[src/rtl/controlador_mul_ula.sv]
// Shift-and-add unsigned BITS x BITS multiplier sequencer that borrows the shared ULA adder.
// Latency: start accepted at edge k, product valid (one-cycle valido pulse) after edge k+BITS.
// No backpressure: start is only accepted when idle; cancela aborts an in-progress multiply.
module controlador_mul_ula #(
  parameter int BITS = 64
) (
  input  logic            clk,
  input  logic            reset,
  input  logic            start,
  input  logic            cancela,
  input  logic [BITS-1:0] op_a,
  input  logic [BITS-1:0] op_b,
  output logic            ocupado,
  output logic            valido,
  output logic [BITS-1:0] produto_lo,
  output logic [BITS-1:0] produto_hi,
  output logic            ula_em_uso,
  output logic [BITS-1:0] ula_dina,
  output logic [BITS-1:0] ula_dinb,
  output logic [BITS-1:0] ula_imm,
  output logic            ula_usa_imm,
  output logic [1:0]      ula_soma_ou_subtrai,
  input  logic [BITS-1:0] ula_dout
);

  localparam int CW = $clog2(BITS) + 1;

  typedef enum logic [1:0] {
    OCIOSO  = 2'd0,
    CALCULA = 2'd1,
    PRONTO  = 2'd2
  } estado_t;

  estado_t         estado_q;
  logic [BITS-1:0] hi_q;
  logic [BITS-1:0] lo_q;
  logic [BITS-1:0] mcand_q;
  logic [BITS-1:0] prod_lo_q;
  logic [BITS-1:0] prod_hi_q;
  logic [CW-1:0]   contador_q;

  logic            em_calculo;
  logic            soma_sel;
  logic            carry;
  logic [BITS-1:0] parcial;
  logic [BITS-1:0] hi_d;
  logic [BITS-1:0] lo_d;
  logic            ultima_iter;

  // One iteration of shift-and-add; the ULA gives no carry, so it is recovered by an
  // unsigned wrap check (a sum smaller than an addend means the add overflowed).
  always_comb begin
    em_calculo  = (estado_q == CALCULA);
    soma_sel    = em_calculo & lo_q[0];
    carry       = soma_sel & (ula_dout < hi_q);
    parcial     = soma_sel ? ula_dout : hi_q;
    hi_d        = {carry, parcial[BITS-1:1]};
    lo_d        = {parcial[0], lo_q[BITS-1:1]};
    ultima_iter = (contador_q == CW'(BITS - 1));
  end

  // ULA drive is a pure decode of the current state so ula_dout settles within the same cycle.
  always_comb begin
    ula_em_uso          = em_calculo;
    ula_dina            = em_calculo ? hi_q : '0;
    ula_dinb            = em_calculo ? mcand_q : '0;
    ula_imm             = '0;
    ula_usa_imm         = 1'b0;
    ula_soma_ou_subtrai = soma_sel ? 2'd1 : 2'd0;
    ocupado             = (estado_q != OCIOSO);
    valido              = (estado_q == PRONTO);
    produto_lo          = prod_lo_q;
    produto_hi          = prod_hi_q;
  end

  // Sequencer: capture operands, iterate BITS times, publish the product for one cycle.
  always_ff @(posedge clk) begin
    if (reset) begin
      estado_q   <= OCIOSO;
      hi_q       <= '0;
      lo_q       <= '0;
      mcand_q    <= '0;
      contador_q <= '0;
      prod_lo_q  <= '0;
      prod_hi_q  <= '0;
    end else begin
      case (estado_q)
        OCIOSO: begin
          if (start) begin
            mcand_q    <= op_a;
            lo_q       <= op_b;
            hi_q       <= '0;
            contador_q <= '0;
            estado_q   <= CALCULA;
          end
        end
        CALCULA: begin
          if (cancela) begin
            // Abort leaves the working registers untouched and the last product visible.
            estado_q <= OCIOSO;
          end else begin
            hi_q       <= hi_d;
            lo_q       <= lo_d;
            contador_q <= contador_q + CW'(1);
            if (ultima_iter) begin
              prod_hi_q <= hi_d;
              prod_lo_q <= lo_d;
              estado_q  <= PRONTO;
            end
          end
        end
        PRONTO: begin
          estado_q <= OCIOSO;
        end
        default: begin
          estado_q <= OCIOSO;
        end
      endcase
    end
  end

endmodule

[config.mk]
export PLATFORM = sky130hd
export DESIGN_NAME = controlador_mul_ula
export DESIGN_NICKNAME = d
export VERILOG_FILES = /design/src/rtl/controlador_mul_ula.sv
export SDC_FILE = /design/constraint.sdc
export NUM_CORES = 1
export LEC_CHECK = 0
export BUFFER_PORTS_ARGS = -buffer_cell sky130_fd_sc_hd__buf_2
export CAP_MARGIN = 15
export CORE_MARGIN = 1
export CORE_UTILIZATION = 25
export CTS_CLUSTER_DIAMETER = 50
export DETAILED_ROUTE_END_ITERATION = 10
export MAX_ROUTING_LAYER = met4
export PLACE_DENSITY = 0.53
export SYNTH_ARGS = -nofsm -noshare
export SYNTH_HDL_FRONTEND = slang
export SYNTH_SLANG_ARGS = --single-unit
[constraint.sdc]
create_clock -name clk -period 2.1 [get_ports clk]
set_input_delay 0.105 -clock clk [delete_from_list [all_inputs] [get_ports clk]]
set_output_delay 0.105 -clock clk [all_outputs]
set_load 0.02 [all_outputs]
==> key figures, run 1 <==
GRT
  – Residual overflow from global routing: 0
  – Number of global-route vias before repair: 15700
  – Global router's overall resource usage: 0.178
  – Global-route wire length before repair: 86600 microns
  – Maximum number of pins on one net before global-route repair: 128
  – Antenna violations before repair: 1

Run
  – Max_cap viols: 0

STA
  – Clock period minus final worst setup slack: 2150 ps
  – Actual slew at the worst max-slew pin: 700 ps
  – Slew Viols, Final: 0
  – Slew Limit Headroom: 0.533
  – Final setup violation count: 2
  – Final critical-path share of the clock period: 1.02
  – Max Fclk: 465 MHz
  – RSZ-0062 raised after global routing: true
  – Final Worst Setup Slack: -50.5 ps
  – Final Hold Fails: 0
  – Clk_skew: 30.7 ps

Synthesis
  – Post-synthesis sequential area ratio: 0.431
  – EDFF count, synth: 0
  – Most area-consuming cells after synthesis: sky130_fd_sc_hd__dfxtp_1, sky130_fd_sc_hd__a21oi_1, sky130_fd_sc_hd__nand2_1
  – Mapped Area: 0.0153 sq mm
  – Main flop type after synthesis: sky130_fd_sc_hd__dfxtp_1
  – Share of async-settable or async-resettable flops after synthesis: 0
  – Cells after synthesis: 2033
  – Count of unique library cells instantiated by Yosys: 43
  – Post-Synthesis Mean Instance Area: 7.51 sq um
  – Biggest area consumer among synthesized cells: sky130_fd_sc_hd__dfxtp_1
  – Post-synthesis register bit count: 329
  – Synthesis Warnings: 0
  – Share of the synthesized area in the top cell type: 0.431

Worst hold path
  – Worst Hold Class: input pin to flop

Pwr
  – Leakage: 0.00968 uW
  – Sw power: 4570 uW
  – Combinational group share of total power: 0.119
  – Share of total power in the clock network: 0.494
  – Switching power share of the total: 0.269
  – Power density over the cells: 745 mW/mm^2
  – Worst IR drop on VDD: 0.503 mV
  – Overall power: 17000 uW
  – Cell internal power dissipation: 12400 uW
  – Register share of total power: 0.387

Clock network
  – Number of H-tree branching levels: 2
  – Latest clock arrival within the worst-skew pair: 590 ps
  – Sinks on the clock net: 329
  – Clock Tree Root: sky130_fd_sc_hd__clkbuf_16
  – Clock tree from TritonCTS: done
  – Clock slew seen by the registers of the worst setup and hold paths: 60 ps
  – Max Buffers Root-to-Sink: 3
  – Clock buffers created by TritonCTS: 49

Final layout
  – Fraction of final layout cells sized beyond drive strength 1: 0.266
  – Final cell count without fillers: 3507
  – Layout area overhead: 49.6%
  – Fillers: 6189
  – Leading cell type in the layout, fill and taps excluded: sky130_fd_sc_hd__buf_2
  – Final Net Count: 2942
  – Total area of multi-input combinational cells: 0.00793 sq mm
  – Area taken by flip-flops and latches: 0.00661 sq mm
  – Commonest cells after routing, fill and taps aside: sky130_fd_sc_hd__buf_2, sky130_fd_sc_hd__nand2_1, sky130_fd_sc_hd__a21oi_1

Floorplan
  – Area of the placeable core: 0.0604 sq mm
  – Die boundary height: 249 microns
  – Core Rows: 90
  – Number of top-level pins: 522
  – Die Footprint: 0.0621 sq mm
  – Initial Utilization: 0.253
  – Die boundary width: 249 microns

Place
  – HPWL after detailed placement: 38000 microns
  – Total instance count after detailed placement: 3209
  – Final weighted congestion in routability-driven placement: 0.876
  – Setup slack at placement: -234 ps
  – Count of port buffers added during placement: 455

Setup path
  – Crit path buf inv count: 1
  – Data arrival at the endpoint of the critical path: 2640 ps
  – Kind of cell adding the most delay to the critical path: compound AO/OA/AOI/OAI gates
  – Largest fanout of any net on the critical path: 2
  – Critical path's largest stage delay: 500 ps
  – Type of the worst setup path: flop to flop
  – Most used cell, CP: sky130_fd_sc_hd__a21oi_1
  – Crit path cell chain: inv_1, ha_1, a21oi_1, o21ai_0, a221oi_2, a21oi_1, or4b_4, o32ai_2
  – Cell with the largest stage delay on the worst path: sky130_fd_sc_hd__or4b_4
  – Capturing element type of the critical path: flop
  – WP data required: 2590 ps
  – Sort of element at the start of the critical path: flop

Status
  – Failing checks: negative setup slack
  – Run status: finished, violations left

Routing
  – Post-Route M1 WL: 25100 microns
  – Uppermost signal routing layer after detailed routing: met4
  – Average wire length per cell after detail routing: 16.4 microns
  – Wire length on met3: 3170 microns
  – Vias after detailed routing: 16400
  – Wirelength, routed: 57600 microns
  – Number of nets still failing antenna checks after routing: 0
  – First DRT Iteration DRCs: 907
  – Via density: 4.68
  – Number of iterations in the first detailed-routing pass: 5
  – Sum of met2 wire segment lengths after detailed routing: 27300 microns
  – Residual DRC count: 0
-- tightest hold or removal path, delay by kind of cell --
kind                   cells  cell delay (ps)
AND/OR/NAND/NOR            1               50
AO/OA/AOI/OAI              1              100
buffers and inverters      2              610
-- state kept, by name, summed over array words and instances, names as in the netlist --
| name | count |
|---|---|
| contador_q | 7 |
| estado_q | 2 |
| hi_q | 64 |
| lo_q | 64 |
| mcand_q | 64 |
| produto_hi | 64 |
| produto_lo | 64 |
-- final timing paths --
path	start	endpoint	slack, ps	cells after the start
hold reg to reg	mcand_q[62]	mcand_q[62]	450	2
setup reg to reg	hi_q[37]	hi_q[63]	-50	8
setup / recovery	hi_q[37]	hi_q[63]	-50	8
hold / removal	op_a[40]	mcand_q[40]	300	4
-- power by group through the flow --
stage / combinational [uW] / clock (uW) / sequential (uW)
6_report: 2020 / 8400 / 6580
5_1_grt: 2210 / 8920 / 6610
4_1_cts: 1930 / 8630 / 6580
3_5_place_dp: 1590 / 0 / 6710
3_3_place_gp: 1570 / 0 / 6710
2_1_floorplan: 1090 / 0 / 6680
-- repair_timing --
action                                 4_1_cts  5_1_grt
setup endpoints to repair                   72       47
pin swaps                                    7       20
gates resized for setup                     27       56
buffers inserted                             0        5
hold buffers                               195        0
endpoints found under the hold margin      254        0
cloned                                       1        3
-- routing by layer --
| metal | global-route usage | vias to the layer above |
|---|---|---|
| met3 | 0.0323 | 141 |
| li1 | - | 7979 |
| met2 | 0.285 | 570 |
| met1 | 0.220 | 7708 |
| met5 | - | - |
| met4 | 0.0734 | 0 |
-- Yosys cell counts (all sizes together), types with 3 or more instances --
cell type,n
a211oi,67
a21o,10
a21oi,344
a311oi,64
and2,66
buf,113
clkbuf,111
dfxtp,329
ha,64
inv,65
nand2,402
nand3,7
nand4,12
nor2,331
nor2b,3
nor3,6
o21ai,12
xor2,3
-- metrics by stage --
stage / hold WS, ps / cell area (sq um) / setup TNS, ps / utilization
final: 302 / 22800 / -94.9 / 0.378
after global routing: 293 / 22800 / -366 / 0.378
after CTS: 257 / 22400 / -89.7 / 0.371
after detailed placement: 352 / 18600 / -445 / 0.309
after global placement: 346 / 18600 / -268 / 0.309
after floorplan: 241 / 15500 / 0 / -
-- cell type report --
class	instances	area share
antenna	2	0.000219
clock buffer	61	0.0579
clock inverter	31	0.0159
inverter	66	0.0116
multi-input combinational	1479	0.347
sequential	329	0.289
tap	782	0.0428
timing repair buffer	757	0.235
-- cell families (layout without fill, tap and decap cells) --
kind of cell	count (synthesis)	count (layout)	synth area share
compound gates	505	505	0.197
xor+xnor	4	4	0.00230
fa+ha+maj	64	64	0.0525
buf+inv	290	915	0.0906
flops	329	329	0.431
mux	1	1	0.000656
other cells	1	68	0.000246
simple gates	839	839	0.225
No activity file was read; power rests on OpenSTA's default activity.
==> run 2: changes to the inputs <==
CTS_BUF_LIST = sky130_fd_sc_hd__clkbuf_4   (was unset)
RECOVER_POWER = 25   (was unset)
==> run 2 against run 1 <==
The run still ends with negative setup slack left. Sequential share of layout area is 2.9 points lower. Largest cell class unchanged. Setup slack got worse by 14 ps. Register-to-register slack about the same. Via count is 11% higher. Clock skew up 37 ps. Flip-flop and latch count stayed put. Core utilization up 4.2 points. Combinational power is 29% higher. Routed wire length grew 17%. Highest routed layer unchanged. Cell count grew 8.6%.
==> key figures, run 2 (synthesis gave the netlist of run 1 again) <==
Floorplan
  – Core Rows: 90 (unchanged)
  – Area of the placeable core: 0.0604 sq mm (unchanged)
  – Die boundary width: 249 microns (unchanged)
  – Initial Utilization: 0.253 (unchanged)
  – Number of top-level pins: 522 (unchanged)
  – Die Footprint: 0.0621 sq mm (unchanged)
  – Die boundary height: 249 microns (unchanged)

Clock network
  – Clock buffers created by TritonCTS: 96 (+96%)
  – Latest clock arrival within the worst-skew pair: 860 ps (+270 ps)
  – Max Buffers Root-to-Sink: 3 (unchanged)
  – Clock Tree Root: sky130_fd_sc_hd__clkbuf_4
  – Clock slew seen by the registers of the worst setup and hold paths: 70 ps (about the same)
  – Clock tree from TritonCTS: done
  – Sinks on the clock net: 329 (unchanged)
  – Number of H-tree branching levels: 3 (+1)

Place
  – Dpl cell area: 0.0186 sq mm (unchanged)
  – HPWL after detailed placement: 38000 microns (unchanged)
  – Count of port buffers added during placement: 455 (unchanged)
  – Setup slack at placement: -234 ps (unchanged)
  – Final weighted congestion in routability-driven placement: 0.876 (unchanged)
  – Total instance count after detailed placement: 3209 (unchanged)

GRT
  – Antenna violations before repair: 6 (+5)
  – Global router's overall resource usage: 0.199 (+0.0213)
  – Residual overflow from global routing: 0 (unchanged)
  – Maximum number of pins on one net before global-route repair: 128 (unchanged)
  – Global-route wire length before repair: 95900 microns (+11%)
  – Number of global-route vias before repair: 17700 (+13%)

Pwr
  – Worst IR drop on VDD: 0.321 mV (-36%)
  – Leakage: 0.0102 uW (+5.9%)
  – Overall power: 15400 uW (-9.7%)
  – Power density over the cells: 605 mW/mm^2 (-19%)

STA
  – Max Fclk: 462 MHz (-0.65%)
  – Slew Viols, Final: 0 (unchanged)
  – Final setup violation count: 72 (+70)
  – Clk_skew: 68.0 ps (+37.3 ps)
  – Slew Limit Headroom: 0.634 (+0.101)
  – Actual slew at the worst max-slew pin: 550 ps (-151 ps)
  – Clock period minus final worst setup slack: 2160 ps (+14.1 ps)
  – Final Hold Fails: 0 (unchanged)
  – Final Worst Setup Slack: -64.6 ps (-14.1 ps)
  – RSZ-0062 raised after global routing: true
  – Final critical-path share of the clock period: 1.03 (+0.00670)

Status
  – Run status: finished, violations left
  – Failing checks: negative setup slack

Final layout
  – Commonest cells after routing, fill and taps aside: sky130_fd_sc_hd__nand2_1, sky130_fd_sc_hd__dlygate4sd3_1, sky130_fd_sc_hd__nor2_1, sky130_fd_sc_hd__a21oi_1, sky130_fd_sc_hd__dfxtp_1
  – Final non-filler cell area: 0.0254 sq mm (+11%)
  – Final Net Count: 3202 (+8.8%)
  – Leading cell type in the layout, fill and taps excluded: sky130_fd_sc_hd__nand2_1
  – Layout area overhead: 66.2%
  – Fraction of final layout cells sized beyond drive strength 1: 0.273 (+0.00730)
  – Final cell count without fillers: 3810 (+8.6%)
  – Post-layout util: 0.420 (+0.0421)

Routing
  – Vias after detailed routing: 18200 (+11%)
  – Average wire length per cell after detail routing: 17.7 microns (+7.6%)
  – Number of iterations in the first detailed-routing pass: 5 (unchanged)
  – Number of nets still failing antenna checks after routing: 0 (unchanged)
  – Residual DRC count: 0 (unchanged)
  – Wirelength, routed: 67300 microns (+17%)
  – Via density: 4.77 (+2.0%)
  – First DRT Iteration DRCs: 994 (+9.6%)

Setup path
  – Type of the worst setup path: flop to flop
  – Startpoint of the most critical setup path: hi_q[51]
  – Data arrival at the endpoint of the critical path: 2900 ps (+260 ps)
  – Capturing element type of the critical path: flop
  – Kind of cell adding the most delay to the critical path: compound AO/OA/AOI/OAI gates
  – Crit path cell chain: inv_1, ha_4, a21oi_2, o21ai_2, a2111oi_4, o221a_4, or4b_4, o32ai_2
  – Cell with the largest stage delay on the worst path: sky130_fd_sc_hd__or4b_4
  – Source of the worst register-to-register timing path: hi_q[51]
  – Largest fanout of any net on the critical path: 2 (unchanged)
  – WP data required: 2840 ps (+250 ps)
  – Critical path's largest stage delay: 460 ps (-40 ps)
  – Crit path buf inv count: 1 (unchanged)
  – Sort of element at the start of the critical path: flop

Worst hold path
  – Worst Hold Class: input pin to flop
  – Startpoint of the tightest hold check path: op_b[4]

Run
  – Max_cap viols: 0 (unchanged)
## run 2: cell count changes in the layout (fill, tap and decap cells not counted), moves of 10 or more
cell                            delta
sky130_fd_sc_hd__buf_6            +64
sky130_fd_sc_hd__and2_1           -55
sky130_fd_sc_hd__nor2_1           -10
sky130_fd_sc_hd__clkbuf_16        -42
sky130_fd_sc_hd__clkinv_1         +25
sky130_fd_sc_hd__and2_4           +56
sky130_fd_sc_hd__clkbuf_4        +140
sky130_fd_sc_hd__clkbuf_1         +89
sky130_fd_sc_hd__a21oi_1          -19
sky130_fd_sc_hd__dlygate4sd3_1   +177
sky130_fd_sc_hd__buf_4            +14
sky130_fd_sc_hd__buf_2           -160
sky130_fd_sc_hd__a21oi_2          +19
## run 2: final cells by class
| cell class | count | area (sq um) |
|---|---|---|
| fillers | 5968 | 35000 |
| multi-input cells | 1479 | 8210 |
| repair buffers | 969 | 8050 |
| flip-flops and latches | 329 | 6610 |
| clock buffers | 140 | 1050 |
| well taps | 782 | 978 |
| inverters | 66 | 273 |
| clock inverters | 36 | 175 |
| diodes | 8 | 20.0 |
| repair inverters | 1 | 8.76 |
## run 2: timing repair
item,in CTS,in global routing
pin swaps,28,60
buffers inserted,18,10
hold buffers,372,0
setup endpoints to repair,132,324
endpoints found under the hold margin,329,0
resized for setup,145,191
gates cloned,8,12
## run 2: through the flow
stage	hold WS, ps	TNS, ps
3_5_place_dp	352	-445
4_1_cts	3.04	-18910
5_1_grt	47.8	-24520
6_report	129	-2250
2_1_floorplan	241	0
3_3_place_gp	346	-268
## run 2: where the power goes
group	internal, uW	total, uW	switching, uW
sequential	6450	6590	146
clock	3100	6160	3060
combinational	1230	2610	1380
total	10800	15400	4590
## run 2: routing by layer
| metal | part of all wire | global-route usage | vias to the layer above |
|---|---|---|---|
| met2 | 0.47 | 0.320 | 777 |
| met4 | 0.054 | 0.116 | 0 |
| met1 | 0.42 | 0.231 | 8562 |
| li1 | - | - | 8557 |
| met5 | 0 | - | - |
| met3 | 0.060 | 0.0392 | 280 |
## run 2: worst min-delay path: stages
cell                            delay [ps]
sky130_fd_sc_hd__dlygate4sd3_1         540
sky130_fd_sc_hd__buf_2                 120
sky130_fd_sc_hd__nand2_1                60
sky130_fd_sc_hd__a311oi_1               80
## run 2: final timing paths
check / end / cells past startpoint / slack [ps]
max: hi_q[63] / 8 / -60
min: lo_q[4] / 4 / 130
max reg2reg: hi_q[63] / 8 / -60
min reg2reg: produto_lo[14] / 2 / 450
==> run 3: changes to the inputs <==
clock period = 1.76 ns   (was 2.1 ns; I/O delays follow)
==> run 3 against run 2 <==
The run still ends with negative setup slack left. Cell area up 7.1%. First-iteration DRC count is 19% higher. Clock power rose by 20%. Core utilization rose by 3.0 points. Non-clock buffer count up 27. Via count increased by 1.5%. Sequential power is 19% higher. Largest power group unchanged.
==> key figures, run 3 (synthesis gave the netlist of run 1 again) <==
Final layout
  – Area taken by flip-flops and latches: 0.00661 sq mm (about the same)
  – Final Net Count: 3230 (+0.87%)
  – Fraction of final layout cells sized beyond drive strength 1: 0.366 (+0.0926)
  – Post-layout util: 0.450 (+0.0299)
  – Commonest cells after routing, fill and taps aside: sky130_fd_sc_hd__nand2_1, sky130_fd_sc_hd__buf_2, sky130_fd_sc_hd__dfxtp_1
  – Fillers: 5811 (-2.6%)
  – Total area of multi-input combinational cells: 0.00906 sq mm (+10%)
  – Final cell count without fillers: 3829 (+0.50%)
  – Leading cell type in the layout, fill and taps excluded: sky130_fd_sc_hd__nand2_1
  – Layout area overhead: 78.0%

GRT
  – Maximum number of pins on one net before global-route repair: 87 (-32%)
  – Residual overflow from global routing: 0 (unchanged)
  – Antenna violations before repair: 4 (-2)
  – Global-route wire length before repair: 103000 microns (+7.0%)
  – Global router's overall resource usage: 0.215 (+0.0158)
  – Number of global-route vias before repair: 18300 (+3.3%)

Floorplan
  – Initial Utilization: 0.253 (unchanged)
  – Number of top-level pins: 522 (unchanged)
  – Die boundary height: 249 microns (unchanged)
  – Area of the placeable core: 0.0604 sq mm (unchanged)
  – Core Rows: 90 (unchanged)
  – Die boundary width: 249 microns (unchanged)
  – Die Footprint: 0.0621 sq mm (unchanged)

Routing
  – Average wire length per cell after detail routing: 18.6 microns (+5.1%)
  – First DRT Iteration DRCs: 1187 (+19%)
  – Number of nets still failing antenna checks after routing: 0 (unchanged)
  – Vias after detailed routing: 18400 (+1.5%)
  – Via density: 4.82 (+0.99%)
  – Number of iterations in the first detailed-routing pass: 7 (+2)
  – Wirelength, routed: 71100 microns (+5.6%)
  – Residual DRC count: 0 (unchanged)

Pwr
  – Overall power: 18600 uW (+21%)
  – Power density over the cells: 684 mW/mm^2 (+13%)
  – Worst IR drop on VDD: 0.377 mV (+18%)
  – Leakage: 0.0112 uW (+9.1%)

STA
  – Slew Limit Headroom: 0.487 (-0.147)
  – RSZ-0062 raised after global routing: true
  – Max Fclk: 452 MHz (-2.2%)
  – Actual slew at the worst max-slew pin: 770 ps (+220 ps)
  – Final Worst Setup Slack: -452 ps (-388 ps)
  – Final Hold Fails: 0 (unchanged)
  – Final setup violation count: 454 (+530%)
  – Slew Viols, Final: 0 (unchanged)
  – Setup TNS: -114620 ps (-112370 ps)
  – Clk_skew: 81.7 ps (+13.7 ps)
  – Final critical-path share of the clock period: 1.26 (+0.226)
  – Clock period minus final worst setup slack: 2210 ps (+47.6 ps)

Worst hold path
  – Worst Hold Class: input pin to flop

Clock network
  – Clock tree from TritonCTS: done
  – Clock Tree Root: sky130_fd_sc_hd__clkbuf_4
  – Latest clock arrival within the worst-skew pair: 880 ps (+20 ps)
  – Number of H-tree branching levels: 3 (unchanged)
  – Sinks on the clock net: 329 (unchanged)
  – Clock buffers created by TritonCTS: 97 (+1.0%)
  – Max Buffers Root-to-Sink: 3 (unchanged)
  – Clock slew seen by the registers of the worst setup and hold paths: 60 ps (about the same)

Setup path
  – Data arrival at the endpoint of the critical path: 2970 ps (+70 ps)
  – Most used cell, CP: sky130_fd_sc_hd__a21o_1
  – Cell with the largest stage delay on the worst path: sky130_fd_sc_hd__or4b_4
  – Sort of element at the start of the critical path: flop
  – WP data required: 2520 ps (-320 ps)
  – Crit path cell chain: inv_2, ha_4, a21o_1, a21o_1, a211oi_2, buf_4, o221a_4, or4b_4, o32ai_2
  – Type of the worst setup path: flop to flop
  – Capturing element type of the critical path: flop
  – Largest fanout of any net on the critical path: 2 (unchanged)
  – Critical path's largest stage delay: 460 ps (about the same)

Status
  – Run status: finished, violations left
  – Failing checks: negative setup slack

Place
  – Final weighted congestion in routability-driven placement: 0.908 (+3.6%)
  – Setup slack at placement: -533 ps (-298 ps)
  – Count of port buffers added during placement: 455 (unchanged)
  – Total instance count after detailed placement: 3266 (+1.8%)
  – HPWL after detailed placement: 38600 microns (+1.6%)

Run
  – Max_cap viols: 0 (unchanged)
[run 3: power by group]
| part | switching, uW | internal, uW |
|---|---|---|
| clock network | 3660 | 3740 |
| logic | 1790 | 1530 |
| registers | 164 | 7690 |
| total | 5620 | 13000 |
[run 3: what timing repair did]
| item | 4_1_cts | 5_1_grt |
|---|---|---|
| resized for setup | 333 | 261 |
| hold buffers | 287 | 0 |
| pin swaps | 46 | 59 |
| buffers inserted | 33 | 27 |
| endpoints found under the hold margin | 329 | 0 |
| cloned | 34 | 19 |
| setup endpoints to repair | 336 | 457 |
[run 3: layout make-up]
| cell class | count | area share |
|---|---|---|
| inverters | 66 | 0.00985 |
| well taps | 782 | 0.0360 |
| clock buffers | 137 | 0.0378 |
| repair inverters | 1 | 0.000598 |
| multi-input cells | 1479 | 0.333 |
| diodes | 4 | 0.000368 |
| flip-flops and latches | 329 | 0.243 |
| clock inverters | 35 | 0.00700 |
| repair buffers | 996 | 0.332 |
[run 3: through the flow]
stage	hold slack [ps]	instance area (sq um)
after floorplan	224	15700
after global placement	331	19300
after detailed placement	336	19300
after CTS	1.80	25800
after global routing	19.6	27200
final	97.4	27200
[run 3: worst max-delay path: cells and delay by family, from the launching register on]
family	cells	cell delay, ps
buf+inv	2	220
fa+ha+maj	1	240
compound gates	5	900
simple gates	1	460
flops	1	330
[run 3: layer usage]
layer / share of wire / track usage
met4: 0.049 / 0.106
met1: 0.41 / 0.252
met3: 0.065 / 0.0447
met5: 0 / -
met2: 0.48 / 0.349
[run 3: final timing paths]
kind                 end        from  slack, ps  depth (start not counted)
max reg2reg     hi_q[63]    hi_q[29]       -450                          9
min          mcand_q[12]    op_a[12]        100                          4
max             hi_q[63]    hi_q[29]       -450                          9
min reg2reg   mcand_q[3]  mcand_q[3]        450                          2
